===== src/rtl/alu_issue_wb.sv =====
// alu_issue_wb: two-stage issue/writeback controller wrapped around a combinational alu.
// Define ALU_BYPASS_EN to forward the writeback value to hazarding operands instead of stalling.
module alu_issue_wb #(
  parameter int BW   = 16,
  parameter int NREG = 8
) (
  input  logic                    clk,
  input  logic                    rst,
  input  logic                    instr_valid,
  output logic                    instr_ready,
  input  logic [2:0]              instr_opcode,
  input  logic [$clog2(NREG)-1:0] instr_rd,
  input  logic [$clog2(NREG)-1:0] instr_ra,
  input  logic [$clog2(NREG)-1:0] instr_rb,
  input  logic                    instr_imm_sel,
  input  logic [BW-1:0]           instr_imm,
  output logic [BW-1:0]           alu_a,
  output logic [BW-1:0]           alu_b,
  output logic [2:0]              alu_opcode,
  input  logic [BW-1:0]           alu_out,
  input  logic [2:0]              alu_flags,
  output logic                    wb_valid,
  output logic [$clog2(NREG)-1:0] wb_rd,
  output logic [BW-1:0]           wb_data,
  output logic [2:0]              flags,
  input  logic [$clog2(NREG)-1:0] dbg_addr,
  output logic [BW-1:0]           dbg_data
);

  localparam int RW = $clog2(NREG);

  // Entry 0 is cleared by reset and never written, so it always reads as zero.
  logic [BW-1:0] rf_q [NREG];

  logic          wb_valid_q, wb_valid_d;
  logic [RW-1:0] wb_rd_q, wb_rd_d;
  logic [BW-1:0] wb_data_q, wb_data_d;
  logic [2:0]    wb_flags_q, wb_flags_d;
  logic [2:0]    flags_q, flags_d;

  logic [BW-1:0] ra_val, rb_val;
  logic          hazard_a, hazard_b;
  logic          accept;
  logic          wb_write;

  always_comb begin
    ra_val   = rf_q[instr_ra];
    rb_val   = rf_q[instr_rb];
    hazard_a = wb_valid_q && (wb_rd_q != '0) && (wb_rd_q == instr_ra);
    hazard_b = wb_valid_q && (wb_rd_q != '0) && !instr_imm_sel && (wb_rd_q == instr_rb);
  end

`ifdef ALU_BYPASS_EN
  assign instr_ready = !rst;
  assign alu_a       = hazard_a ? wb_data_q : ra_val;
  assign alu_b       = instr_imm_sel ? instr_imm : (hazard_b ? wb_data_q : rb_val);
`else
  // Without forwarding the stale operand must not reach the alu, so hold off one cycle.
  assign instr_ready = !rst && !(hazard_a || hazard_b);
  assign alu_a       = ra_val;
  assign alu_b       = instr_imm_sel ? instr_imm : rb_val;
`endif

  assign alu_opcode = instr_opcode;
  assign accept     = instr_valid && instr_ready;
  assign wb_write   = wb_valid_q && (wb_rd_q != '0);

  always_comb begin
    wb_valid_d = accept;
    wb_rd_d    = wb_rd_q;
    wb_data_d  = wb_data_q;
    wb_flags_d = wb_flags_q;
    flags_d    = flags_q;
    if (accept) begin
      wb_rd_d    = instr_rd;
      wb_data_d  = alu_out;
      wb_flags_d = alu_flags;
    end
    if (wb_valid_q) begin
      flags_d = wb_flags_q;
    end
  end

  always_ff @(posedge clk or posedge rst) begin
    if (rst) begin
      wb_valid_q <= 1'b0;
      wb_rd_q    <= '0;
      wb_data_q  <= '0;
      wb_flags_q <= '0;
      flags_q    <= '0;
    end else begin
      wb_valid_q <= wb_valid_d;
      wb_rd_q    <= wb_rd_d;
      wb_data_q  <= wb_data_d;
      wb_flags_q <= wb_flags_d;
      flags_q    <= flags_d;
    end
  end

  always_ff @(posedge clk or posedge rst) begin
    if (rst) begin
      for (int i = 0; i < NREG; i++) begin
        rf_q[i] <= '0;
      end
    end else if (wb_write) begin
      rf_q[wb_rd_q] <= wb_data_q;
    end
  end

  assign wb_valid = wb_valid_q;
  assign wb_rd    = wb_rd_q;
  assign wb_data  = wb_data_q;
  assign flags    = flags_q;
  assign dbg_data = rf_q[dbg_addr];

endmodule

===== config.mk =====
export PLATFORM = sky130hd
export DESIGN_NAME = alu_issue_wb
export DESIGN_NICKNAME = d
export VERILOG_FILES = /design/src/rtl/alu_issue_wb.sv
export SDC_FILE = /design/constraint.sdc
export NUM_CORES = 1
export LEC_CHECK = 0
export ABC_AREA = 1
export BUFFER_PORTS_ARGS = -buffer_cell sky130_fd_sc_hd__buf_2
export CELL_PAD_IN_SITES_DETAIL_PLACEMENT = 1
export CELL_PAD_IN_SITES_GLOBAL_PLACEMENT = 1
export CORE_MARGIN = 5
export CORE_UTILIZATION = 45
export DETAILED_ROUTE_END_ITERATION = 8
export GPL_TIMING_DRIVEN = 1
export PLACE_DENSITY = 0.93
export SLEW_MARGIN = 20
export SYNTH_ARGS = -nofsm -noshare
export SYNTH_HDL_FRONTEND = slang
export SYNTH_SLANG_ARGS = --single-unit

===== constraint.sdc =====
create_clock -name clk -period 5.35 [get_ports clk]
set_clock_uncertainty 0.1 [all_clocks]
set_input_delay 0.2675 -clock clk [delete_from_list [all_inputs] [get_ports clk]]
set_output_delay 0.2675 -clock clk [all_outputs]
set_load 0.02 [all_outputs]

==> results by group <==
Critical path
  • Worst EP required: 4980 ps
  • WP data arrival: about 2700 ps
  • Critical R2R Launch: wb_rd[2]
  • Critical path class: in2out
  • Max FO, Critical Path: 50
  • Start point of the critical path: instr_ra[1]
  • Slowest cell on the critical path: buf_2
  • Crit-path max cell delay: 790 ps
  • Most frequent CP cell: nand2_1
  • Crit path cell chain: buf_2, inv_2, nand2_1, nand2_1, nor2_1, nand2_1, nand2_1, nand2_2, nand2_1, inv_1, buf_2
  • Worst setup SP type: primary input
  • Worst Setup End Kind: primary output

Run status
  • Status: finished, final reports clean

Synth
  • Area leader, netlist: dfrtp_1
  • Syn nets: 1334
  • Post-synthesis register bit count: 154
  • Top post-synthesis cells by area: dfrtp_1 42%, o21ai_0 15%, nand2_1 13%
  • Syn. warnings: 0
  • Synth top area share: 0.424
  • Synthesized instance count: 1280
  • Post-Synthesis Cell Area: 9090 um2
  • Register area share after synthesis: 0.424
  • Netlist cell types: 23
  • Syn_area_per_cell: 7.10 um2

Place
  • I/O Buffers: 122
  • HPWL after DPL: 21200 um
  • Dpl cells: approximately 1600
  • Area after DPL: 9620 um2
  • RD Place Congestion: around 0.85

Power
  • Switch share: 0.387
  • Pint: 2710 uW
  • Peak supply drop: 0.000266 V
  • Share of total power in sequential cells: 0.419
  • Sw Pwr: 1710 uW
  • P_leak: 0.00485 uW
  • Clock Power Share: 0.285
  • P per Cell Area: 427 nW/um2
  • Total Power: between 4000 and 5000 uW
  • Comb pwr share: 0.296

STA
  • Final Cycle Share: 0.567
  • Worst-margin pin slew: about 1100 ps
  • Unrepaired setup endpoints after global routing: false
  • FMAX: 330 MHz
  • Fin crit period: 3030 ps
  • Slew headroom: 0.283
  • Slew Viols, Final: 0
  • Endpoints failing setup: 0
  • Setup TNS: 0 ps
  • Final hold viol count: 0

Clock network
  • Setup Buffers After CTS: 0
  • Clk Latency, worst-skew pair: 430 ps
  • Clock tree sinks: between 150 and 200
  • H-tree Lvls: 4
  • Root Buffer: clkbuf_16
  • CTS Buf Count: 17
  • Max clock buf depth: 2
  • Worst-path clk slew: 60 ps
  • Hold_buf cts: 12
  • Post-cts resize count: 0
  • CTS tree: done

Layout
  • Antenna cell count: 0
  • Nets: 1378
  • Final Instance Area: 10300 um2
  • Area grow syn2layout: 13.8%
  • Post-Layout Cell Count: between 1500 and 2000
  • Share of cells above drive strength 1: 0.132

Detailed routing
  • DR iter-0 viols: about 840
  • Via count of the routed design: 9775
  • Drt drc: 0
  • First-pass DRT Iterations: 7
  • WL per Instance: 21.1 um
  • Post-route ant nets: 0
  • Routed WL: ~34000 um
  • Vias/cell: just over 6

Global routing
  • Gr usage total: 0.289
  • Total grt overflow: 0
  • First-pass GRT wire length: 54300 um
  • Vias in the first global route: 10200
  • Pin count of the biggest net entering global routing: 86
  • Initial antenna violation count: 0

Floorplanning
  • Core footprint: between 20000 and 25000 um2
  • IO Pins: 129
  • Starting Density: 0.454
  • Die Span Y: 152 um
  • Die footprint: 23100 um2
  • Die width: approximately 150 um
  • Rows: 52

Worst hold path
  • Worst Hold Launch: alu_out[8]
  • Min-delay worst type: in2reg

Run
  • Total of max-cap violations: 0
worst max-delay path: cells and delay by family:
kind | cells | cell delay (ps)
and+or+nand+nor | 7 | 950
buffers and inverters | 4 | 1440
final cells by class:
class	instances	area (um2)
multi-input cells	905	4340
fillers	2615	9700
clock buffers	20	457
flip-flops and latches	154	3850
repair buffers	147	831
clock inverters	11	144
well taps	270	338
inverters	99	377
per-stage QoR:
stage,hold slack [ps],setup slack (ps),utilization
6_report,5.82,2320,0.516
5_1_grt,3.80,2130,0.516
4_1_cts,0.114,2350,0.516
3_5_place_dp,303,2360,0.480
3_3_place_gp,297,2450,0.480
2_1_floorplan,320,2210,-
layer usage:
metal / vias up / global-route usage / wire, um
li1: 4408 / - / -
met1: 4896 / 0.357 / 13700
met2: 383 / 0.495 / 16800
met3: 88 / 0.0515 / 2000
met4: 0 / 0.131 / 1370
met5: - / 0 / 0
power groups by stage:
| stage | Clock [uW] | Combinational (uW) | Sequential (uW) |
|---|---|---|---|
| finish | 1260 | 1310 | 1850 |
| floorplan | 0 | 894 | 1770 |
| global placement | 0 | 1200 | 1820 |
| CTS | 1270 | 1310 | 1840 |
| detailed placement | 0 | 1280 | 1850 |
| global route | 1320 | 1480 | 1890 |
worst paths after layout:
check                               to  slack, ps  depth (start not counted)
setup / recovery           instr_ready       2320                         11
max in group asynchronous     rf_q[33]       3540                          4
min in group asynchronous  wb_data[15]        430                          3
hold / removal              wb_data[8]          6                          3
hold reg to reg              rf_q[114]        320                          0
setup reg to reg              rf_q[39]       3370                          5
kinds of logic (layout without fill, tap and decap cells):
group | after synthesis | in the layout | share of synthesized area
AO/OA/AOI/OAI | 465 | 465 | 0.278
AND/OR/NAND/NOR | 439 | 439 | 0.197
buffers and inverters | 221 | 277 | 0.0994
flip-flops | 154 | 154 | 0.424
XOR/XNOR | 1 | 1 | 0.000964
cells in the final DEF, fill, tap and decap left out, types with 2 or more instances in the layout:
cell type        n
a31oi_1         32
nand2_1        304
dfrtp_1        154
dlygate4sd3_1   12
a21oi_1         96
o21ai_1          3
inv_1           93
clkinv_2         3
bufinv_16        3
o21ai_0        269
clkbuf_16       17
nand2_2          3
clkbuf_8         2
inv_6            2
buf_4           14
o211ai_1        64
clkinvlp_4       4
nand3_1         51
nand4_1         22
inv_2            5
buf_2          121
nor2_1          57
sequential cells by signal, indices dropped and copies added (netlist names):
name / count
rf_q: 128
wb_data: 16
flags: 3
wb_flags_q: 3
wb_rd: 3
wb_valid: 1
Yosys cell counts:
cell type,number
clkinv_1,1
xnor2_1,1
buf_6,3
o21ai_0,269
dfrtp_1,154
a21oi_2,1
o211ai_1,64
nand4_4,1
a21oi_1,96
nor2_1,57
o21ai_1,3
buf_4,4
nand3_1,51
nand2_2,1
a31oi_1,32
clkbuf_1,77
buf_2,29
nand4_1,22
nor3_2,1
inv_2,5
buf_1,9
inv_1,93
nand2_1,306
Power figures use the tool's default switching activity.
